$ cat config.mk
export PLATFORM = sky130hd
export DESIGN_NAME = hdlc_rx_deframer
export DESIGN_NICKNAME = d
export VERILOG_FILES = /design/src/rtl/hdlc_rx_deframer.sv
export SDC_FILE = /design/constraint.sdc
export NUM_CORES = 1
export LEC_CHECK = 0
export CORE_MARGIN = 4
export CORE_UTILIZATION = 35
export CTS_CLUSTER_DIAMETER = 100
export DETAILED_ROUTE_END_ITERATION = 8
export SYNTH_ARGS = -nofsm -noshare
export SYNTH_HDL_FRONTEND = slang
export SYNTH_SLANG_ARGS = --single-unit
$ cat constraint.sdc
create_clock -name Clk -period 4.85 [get_ports Clk]
set_input_delay 0.485 -clock Clk [delete_from_list [all_inputs] [get_ports Clk]]
set_output_delay 0.485 -clock Clk [all_outputs]
set_load 0.1 [all_outputs]
$ cat src/rtl/hdlc_rx_deframer.sv
// hdlc_rx_deframer: HDLC receive deframer; flag/abort detection, zero removal and byte assembly.
// Bits reach the content path only after leaving the 8-bit window unmatched by a flag or abort.
module hdlc_rx_deframer #(
    parameter int MAX_FRAME_BYTES = 128
) (
    input  logic       Clk,
    input  logic       Rst,
    input  logic       Rx,
    input  logic       Rx_Enable,
    output logic       Rx_FlagDetect,
    output logic       Rx_AbortDetect,
    output logic       Rx_AbortSignal,
    output logic       Rx_ValidFrame,
    output logic [7:0] Rx_Data,
    output logic       Rx_WrBuff,
    output logic       Rx_EoF,
    output logic       Rx_FrameError,
    output logic       Rx_Overflow,
    output logic [7:0] Rx_FrameSize
);
    localparam logic [0:0] IDLE = 1'b0;
    localparam logic [0:0] FRAME = 1'b1;
    localparam logic [7:0] MAX_BYTES = 8'(MAX_FRAME_BYTES);

    logic [0:0] state;
    logic [7:0] window, marked, byteCnt;
    logic [2:0] bitCnt, onesCnt;
    logic       cBit, cValid, flagNow, abortNow, hit, stuffed;

    always_comb begin
        flagNow  = window == 8'h7E;
        abortNow = window == 8'hFE;
        hit      = flagNow | abortNow;
        stuffed  = !cBit && onesCnt == 3'd5;
    end

    assign Rx_ValidFrame = state == FRAME;

    always_ff @(posedge Clk or posedge Rst) begin
        if (Rst) begin
            state          <= IDLE;
            window         <= 8'hFF;
            marked         <= 8'h00;
            byteCnt        <= 8'd0;
            bitCnt         <= 3'd0;
            onesCnt        <= 3'd0;
            cBit           <= 1'b1;
            cValid         <= 1'b0;
            Rx_FlagDetect  <= 1'b0;
            Rx_AbortDetect <= 1'b0;
            Rx_AbortSignal <= 1'b0;
            Rx_Data        <= 8'h00;
            Rx_WrBuff      <= 1'b0;
            Rx_EoF         <= 1'b0;
            Rx_FrameError  <= 1'b0;
            Rx_Overflow    <= 1'b0;
            Rx_FrameSize   <= 8'd0;
        end else begin
            window         <= {Rx, window[7:1]};
            // every bit inside a matched window is marked so it never becomes content
            marked         <= {1'b0, marked[7:1] | {7{hit}}};
            cBit           <= window[0];
            cValid         <= !(marked[0] | hit);
            Rx_FlagDetect  <= flagNow;
            Rx_AbortDetect <= abortNow;
            Rx_WrBuff      <= 1'b0;
            Rx_EoF         <= 1'b0;
            Rx_FrameError  <= 1'b0;
            Rx_AbortSignal <= 1'b0;
            if (state == IDLE) begin
                if (flagNow && Rx_Enable) begin
                    state   <= FRAME;
                    byteCnt <= 8'd0;
                    bitCnt  <= 3'd0;
                    onesCnt <= 3'd0;
                end
            end else if (!Rx_Enable) begin
                state       <= IDLE;
                Rx_Overflow <= 1'b0;
            end else if (Rx_AbortDetect) begin
                state          <= IDLE;
                Rx_AbortSignal <= 1'b1;
                Rx_Overflow    <= 1'b0;
            end else if (Rx_FlagDetect) begin
                if (byteCnt == 8'd0) begin
                    bitCnt  <= 3'd0;
                    onesCnt <= 3'd0;
                end else begin
                    state         <= IDLE;
                    Rx_EoF        <= 1'b1;
                    Rx_FrameError <= bitCnt != 3'd0;
                    Rx_FrameSize  <= byteCnt;
                    Rx_Overflow   <= 1'b0;
                end
            end else if (cValid) begin
                if (stuffed) begin
                    onesCnt <= 3'd0;
                end else begin
                    onesCnt <= cBit ? onesCnt + 3'd1 : 3'd0;
                    Rx_Data <= {cBit, Rx_Data[7:1]};
                    bitCnt  <= bitCnt + 3'd1;
                    if (bitCnt == 3'd7) begin
                        if (byteCnt == MAX_BYTES) begin
                            Rx_Overflow <= 1'b1;
                        end else begin
                            Rx_WrBuff <= 1'b1;
                            byteCnt   <= byteCnt + 8'd1;
                        end
                    end
                end
            end
        end
    end
endmodule

== Word-level counts from Yosys, hierarchy flattened ==
Index checks and enable logic that the tools add are counted.
W data, S select, Z words.
Word-level totals
  bits in registers: 55
  bits of input ports: 4
  logic and storage cells: 119
Operators by class
  add/subtract/negate cells: 3
  equal/unequal tests: 20
  muxes and demuxes: 59
  bitwise operators: 7
  reductions and logical operators: 13
Operators with widths (count)
  $mux W8: 9
  $mux W3: 15
  $mux W1: 35
  $reduce_and A6 Y1: 3
  $eq A8 B8 Y1 const B: 2
  $ne A4 B1 Y1 const B: 3
  $ne A2 B2 Y1 const B: 5
  $reduce_and A5 Y1: 2
  $add A8 B1 Y8 const B: 1
  $eq A8 B7 Y1 const B: 1
  $logic_not A8 Y1: 1
  $ne A4 B4 Y1 const B: 2
  $reduce_and A8 Y1: 1
  $or A6 B7 Y7: 1
  $add A3 B1 Y3 const B: 2
  $eq A3 B3 Y1 const B: 2
  $ne A3 B2 Y1 const B: 2
  $ne A2 B1 Y1 const B: 2
  $not A1 Y1: 4
  $ne A3 B3 Y1 const B: 1
  $reduce_bool A3 Y1: 1
  $logic_and A1 B1 Y1: 2
  $logic_not A1 Y1: 2
  $or A1 B1 Y1: 2
  $reduce_bool A2 Y1: 1

== Longest topological paths before layout ==
Gate-level depths: netlist of run 1.
  depth in word-level cells: 9
  depth in mapped cells: 8
  gate-level depth less buffers: 6

== Least setup slack after synthesis of run 1 ==
Ideal clock, no wire load.
  path kind: register to register
  start: register state, in the netlist Rx_ValidFrame
  end: register bitCnt[0]
  arrival: 2.192 ns
  data required time: 4.725 ns
  setup slack: 2.533 ns
  stages on the path, launching flop included: 6
  buffers on the path: 1
  cells stage by stage: dfrtp_1 > clkbuf_1 > inv_1 > o32a_1 > or3_4 > mux2_4
Between the ends
  cells in the longest elaborated chain, start to end: 2
RTL lines
  start: declaration: line 25  | logic [0:0] state;
  start signal: assignment: line 41  | state <= IDLE;
  start signal: assignment: line 72  | state <= FRAME;
  start signal: assignment: line 78  | state <= IDLE;
  $ne A3 B2 Y1 (no line) (tied with other cells)
  $reduce_and A6 Y1 (no line)
  end signal: assignment: line 101  | bitCnt <= bitCnt + 3'd1;
  end: declaration: line 27  | logic [2:0] bitCnt, onesCnt;
Parallel ways exist; a longest one is shown, timed or not.
A chain may end at the register's enable or synchronous reset.

== Final worst setup path of run 1 ==
  start: register state, in the netlist Rx_ValidFrame
  end: output Rx_ValidFrame
RTL lines
  end: declaration: line 13  | output logic Rx_ValidFrame,
No word-level cell between the ends.

==> results_dict.tcl, run 1 <==
set metrics [dict create \
    status "complete, no violations" \
    nets 233 \
    grt_pass1_vias 1532 \
    gp_congestion 0.850 \
    min_to "cBit$_DFF_PP1_" \
    totalWireLength_um 4160 \
    r2r-end "Rx_FrameSize[1]$_DFFE_PP0P_" \
    fillers 601 \
    r2r_slack_ns 2.51 \
    synth.distinct_cells 39 \
    rr_startpoint "byteCnt[0]$_DFFE_PP0P_" \
    io_pins 28 \
    p_leak_nw 1.26 \
    initial_core_util 0.361 \
    p_per_area_mw_per_mm2 288 \
    cts-resized-gates 0 \
    clk_pin_slew_ns 0.10 \
    vias_per_cell 5.08 \
    cts_root_buf "clkbuf_8" \
    die_x_um 89.1 \
    cts_buffers 5 \
    fin_crit_ns 2.61 \
    cp_slowest_cell "clkdlybuf4s50_1" \
    cp_data_arrival_time_ns 2.13 \
    synth_top_cell_area_share 0.499 \
    drtPass1Iterations 5 \
    clk_latency_ns 0.31 \
    hold_violations 0 \
    cp_top_family "buffers and inverters" \
    gr-usage-all-layers 0.116 \
    rows 29 \
    antenna_found_initial 0 \
    fin_crit_sh 0.539 \
    min_path_cells 0 \
    tightest_slew_ns 1.07 \
    ant_nets 0 \
    layout_common_cells "dfrtp_1, clkdlybuf4s50_1, nand2_1" \
    r2r_cells 6 \
    grt_pass1_wl_um 7070 \
    drt-initial-drc-count 57 \
    critPathCaptureType "output port" \
    post-cts-setup-buffer-count 0 \
    final-setup-viol-count 0 \
    clock_skew_ns 0.00567 \
    criticalPathCategory "register to output port" \
    tritoncts "done" \
    die_area_mm2 0.00795 \
    ys_async_sr_fraction 1.00 \
    synthTopCellsByArea "dfrtp_1, dfstp_2, mux2_4" \
    relSlewSlack 0.286 \
    antenna_cells 0 \
    remaining_drc_errors 0 \
    ys_seq_area_frac 0.602 \
    synth_edf_count 0 \
    dpl-instance-area_mm2 0.00266 \
    rsz0062_at_grt "no" \
    cts_buffer_depth 2 \
    portBuffers 27 \
    cp_max_fo 13 \
    ys_warn_count 0 \
    grt.overflow.total 0 \
    cp.depth 1 \
    yosys.area.top_type "dfrtp_1" \
    core-area_mm2 0.00639 \
    syn-cell-area_mm2 0.00230 \
    finalMaxSlewViolations 0 \
    critPathLaunchType "register" \
    max_stage_delay_ns 1.22 \
    worst-path-buf-inv 1 \
    timing.setup.tns_ns 0 \
    netlist_instances 192 \
    cts-htree-levels 2 \
    grt_max_degree 56 \
    hp-start "window[0]$_DFF_PP1_" \
    syn_nets 203 \
    stdcell_area_mm2 0.00275 \
    dp_hpwl_um 2870 \
    vias 1524 \
    holdWs_ns 0.369 \
    synth.avg_cell_area_um2 12.0 \
    wl_per_cell_um 13.9 \
    cp_cell_sequence "clkdlybuf4s50_1" \
    fp.dieH_um 89.1 \
    finalPower_mw 0.794 \
    layout-drive-gt1-share 0.175 \
    ys_seq_elements 55 \
    clock.fmax_ghz 0.383 \
    layout.cells.most_common "dfrtp_1" \
    cts_hold_buf 0 \
    clkSinkCount 55 \
    drv_cap 0 \
    ir_drop_mv 0.188 \
    ys_dominant_reg_cell "dfrtp_1" \
    cp.required_ns 4.37 \
    area_delta_synth_final_pct 19.5 \
    hold_class "register to register" \
]
==> through the flow <==
stage,instances,util,setup slack (ns)
finish,300,0.431,2.24
global route,300,0.431,2.14
CTS,300,0.431,2.21
detailed placement,292,0.416,2.40
global placement,292,0.416,2.44
floorplan,192,-,2.53
==> synth_stat cells, types with 3 or more instances <==
cell type	number
dfrtp_1	46
nand2_1	23
inv_1	11
dfstp_2	9
mux2_4	9
nand2b_1	8
ha_1	7
or2_2	7
a31oi_1	6
a21oi_1	5
nand3_1	5
nand4_1	5
nor2_1	5
o21ai_0	5
and3_1	4
clkbuf_1	4
or3_1	3
==> worst max-delay path by stage <==
stage | startpoint | endpoint
2_1_floorplan | Rx_ValidFrame$_DFF_PP0_ | bitCnt[0]$_DFFE_PP0P_
3_3_place_gp | Rx_Enable | bitCnt[0]$_DFFE_PP0P_
3_5_place_dp | Rx_Enable | byteCnt[4]$_DFFE_PP0P_
4_1_cts | Rx_ValidFrame$_DFF_PP0_ | Rx_ValidFrame
5_1_grt | Rx_ValidFrame$_DFF_PP0_ | Rx_ValidFrame
6_report | Rx_ValidFrame$_DFF_PP0_ | Rx_ValidFrame
==> power by group <==
group          total, mW  switching (mW)  internal [mW]
clock network      0.264           0.158          0.106
registers          0.480         0.00813          0.472
logic             0.0496          0.0341         0.0155
total              0.794           0.200          0.594
==> logic make-up (layout without fill, tap and decap cells) <==
group / count (synthesis) / after routing / synth area share
buf+inv: 16 / 47 / 0.0293
compound gates: 29 / 29 / 0.0869
fa+ha+maj: 7 / 7 / 0.0380
mux: 11 / 11 / 0.0673
flops: 55 / 55 / 0.602
simple gates: 74 / 74 / 0.176
==> flip-flops by register name (all words and copies together), names as in the netlist, 3 cells and up <==
| name | cells |
|---|---|
| Rx_Data | 8 |
| Rx_FrameSize | 8 |
| byteCnt | 8 |
| window | 8 |
| marked | 7 |
| bitCnt | 3 |
| onesCnt | 3 |
==> per-layer routing <==
metal / wire length [um] / GRT usage / part of all wire
met1: 1940 / 0.145 / 0.47
met2: 1960 / 0.188 / 0.47
met3: 188 / 0.0350 / 0.045
met4: 68 / 0.0474 / 0.016
met5: 0 / 0 / 0
==> final cells by class <==
cell class	instances	area (um^2)	area share
sequential	55	1390	0.504
multi-input combinational	121	855	0.310
clock buffer	5	68.8	0.0250
timing repair buffer	28	278	0.101
inverter	11	41.3	0.0150
clock inverter	3	27.5	0.0100
tap	77	96.3	0.0350
No activity file was read; power rests on OpenSTA's default activity.
==> run 2, diff against run 1 <==
Clock period 4.85 ns to 2.29 ns, I/O delays scaled along.
==> run 2 against run 1 <==
Effect of this change:
- hold slack got worse by 0.25 ns
- global-route usage rose by 0.72 points
- clock-buffer cell count rose by 1
- largest cell class unchanged
- utilization rose by 0.35 points
- cell area rose by 0.82%
- via count rose by 0.85%
- final cell count rose by 2.7%
- power rose by 120%
- flip-flop and latch count did not move
- die area did not move
==> results_dict.tcl, run 2 (synthesis results as in run 1) <==
set metrics [dict create \
    seqPwrFrac 0.585 \
    finalMaxSlewViolations 0 \
    stdcell_count 308 \
    initial_core_util 0.361 \
    switchingPower_mw 0.416 \
    clkSinkCount 55 \
    worst-path-buf-inv 1 \
    vias 1537 \
    remaining_drc_errors 0 \
    fin_crit_sh 0.931 \
    status "complete, no violations" \
    portBuffers 27 \
    cp.required_ns 2.49 \
    drv_cap 0 \
    fillers 627 \
    drtPass1Iterations 4 \
    fin_crit_ns 2.13 \
    grt-busiest-layer "met2" \
    seq_area_mm2 0.00139 \
    rsz0062_at_grt "no" \
    cts-resized-gates 1 \
    max_stage_delay_ns 0.49 \
    rows 29 \
    p_leak_nw 1.36 \
    dpl.cell_count 300 \
    gp_congestion 0.797 \
    antenna_found_initial 0 \
    use_met3 0.0304 \
    ant_nets 0 \
    cts_buffer_depth 2 \
    clk_pin_slew_ns 0.10 \
    cp_cell_sequence "inv_1, ha_1, or4bb_1, a2bb2oi_1, or3_4, mux2_4" \
    cp_top_family "simple AND/OR/NAND/NOR gates" \
    cp_slowest_cell "or4bb_1" \
    critPathCaptureType "register" \
    layout_common_cells "dfrtp_1, buf_4, nand2_1" \
    relSlewSlack 0.570 \
    switching_share 0.239 \
    layout-drive-gt1-share 0.312 \
    critPathLaunchType "register" \
    cts_root_buf "clkbuf_8" \
    nets 241 \
    core-area_mm2 0.00639 \
    tightest_slew_ns 0.644 \
    die_area_mm2 0.00795 \
    timing.setup.tns_ns 0 \
    post-cts-setup-buffer-count 0 \
    cp_max_fo 5 \
    grt_pass1_wl_um 7490 \
    tritoncts "done" \
    grt_max_degree 26 \
    criticalPathCategory "register to register" \
    grt_use_met1 0.158 \
    wl_per_cell_um 14.0 \
    hold_violations 0 \
    grt.overflow.total 0 \
    totalWireLength_um 4310 \
    cts-htree-levels 2 \
    ir_drop_mv 0.391 \
    fp.dieH_um 89.1 \
    layout.cells.most_common "dfrtp_1" \
    cp_data_arrival_time_ns 2.34 \
    p_clk_frac 0.354 \
    hold_class "input pin to asynchronous set/reset pin" \
    area_delta_synth_final_pct 20.5 \
    gr-usage-all-layers 0.124 \
    io_pins 28 \
    vias_per_cell 4.99 \
    drt-initial-drc-count 52 \
    p_comb_frac 0.062 \
    clock_skew_ns 0.00543 \
    clk_latency_ns 0.31 \
    clock.fmax_ghz 0.469 \
    final-setup-viol-count 0 \
    dp_hpwl_um 3090 \
    p_per_area_mw_per_mm2 626 \
    cts_hold_buf 0 \
    multi_input_area_um2 861 \
    grt_util_met2 0.199 \
    die_x_um 89.1 \
    grt_pass1_vias 1565 \
    cts_buffers 5 \
    antenna_cells 0 \
    intPower_mw 1.32 \
]
-- run 2: changes by cell type in the layout (fill, tap and decap cells not counted), sizes merged --
| cell | previous run | this run |
|---|---|---|
| buf | 1 | 33 |
| clkinvlp | 1 | 0 |
| clkbuf | 5 | 6 |
| clkdlybuf4s50 | 27 | 3 |
-- run 2: area by class of cell --
| cell class | instances | area share |
|---|---|---|
| Tap cell | 77 | 0.0347 |
| Clock buffer | 6 | 0.0338 |
| Timing Repair Buffer | 36 | 0.100 |
| Clock inverter | 2 | 0.00631 |
| Multi-Input combinational cell | 121 | 0.310 |
| Inverter | 11 | 0.0149 |
| Sequential cell | 55 | 0.500 |
-- run 2: metrics by stage --
step           setup slack (ns)  total power [mW]   util  cell area [um^2]  hold WS, ns
2_1_floorplan             0.172              1.11      -              2310        0.233
3_3_place_gp             0.0604              1.14  0.416              2660        0.354
3_5_place_dp           -0.00575              1.15  0.416              2660        0.354
4_1_cts                   0.145              1.77  0.435              2780        0.113
5_1_grt                  0.0718              1.83  0.435              2780        0.133
6_report                  0.157              1.74  0.435              2780        0.119
-- run 2: final timing paths --
path	start	to	slack (ns)	depth (start not counted)
min	Rst	Rx_Data[5]$_DFFE_PP0P_	0.12	2
max reg2reg	byteCnt[0]$_DFFE_PP0P_	bitCnt[0]$_DFFE_PP0P_	0.16	6
max	byteCnt[0]$_DFFE_PP0P_	bitCnt[0]$_DFFE_PP0P_	0.16	6
max in group asynchronous	Rst	cBit$_DFF_PP1_	1.57	3
min in group Clk	Rx	window[7]$_DFF_PP1_	0.31	1
min reg2reg	window[0]$_DFF_PP1_	cBit$_DFF_PP1_	0.37	0
-- run 2: power by group through the flow --
stage,sequential (mW),clock [mW],combinational [mW]
after floorplan,1.06,0,0.0498
after global placement,1.03,0,0.109
after detailed placement,1.04,0,0.110
after CTS,1.02,0.644,0.111
after global routing,1.02,0.691,0.122
final,1.02,0.615,0.107
-- run 2: routing by layer --
metal | routed length (um) | up-vias
met5 | 0 | -
met4 | 73 | 0
met2 | 2000 | 33
met1 | 2020 | 745
met3 | 217 | 8
li1 | - | 751
-- run 2: worst reg2reg max path, stage by stage, from the launching register on --
cell	delay (ns)
dfrtp_1	0.42
inv_1	0.10
ha_1	0.17
or4bb_1	0.49
a2bb2oi_1	0.19
or3_4	0.40
mux2_4	0.26
==> run 3, diff against run 2 <==
Settings changed: SLEW_MARGIN set to 10.
==> results of run 3 <==
No change in the layout: final DEF, timing and power equal those of run 2.
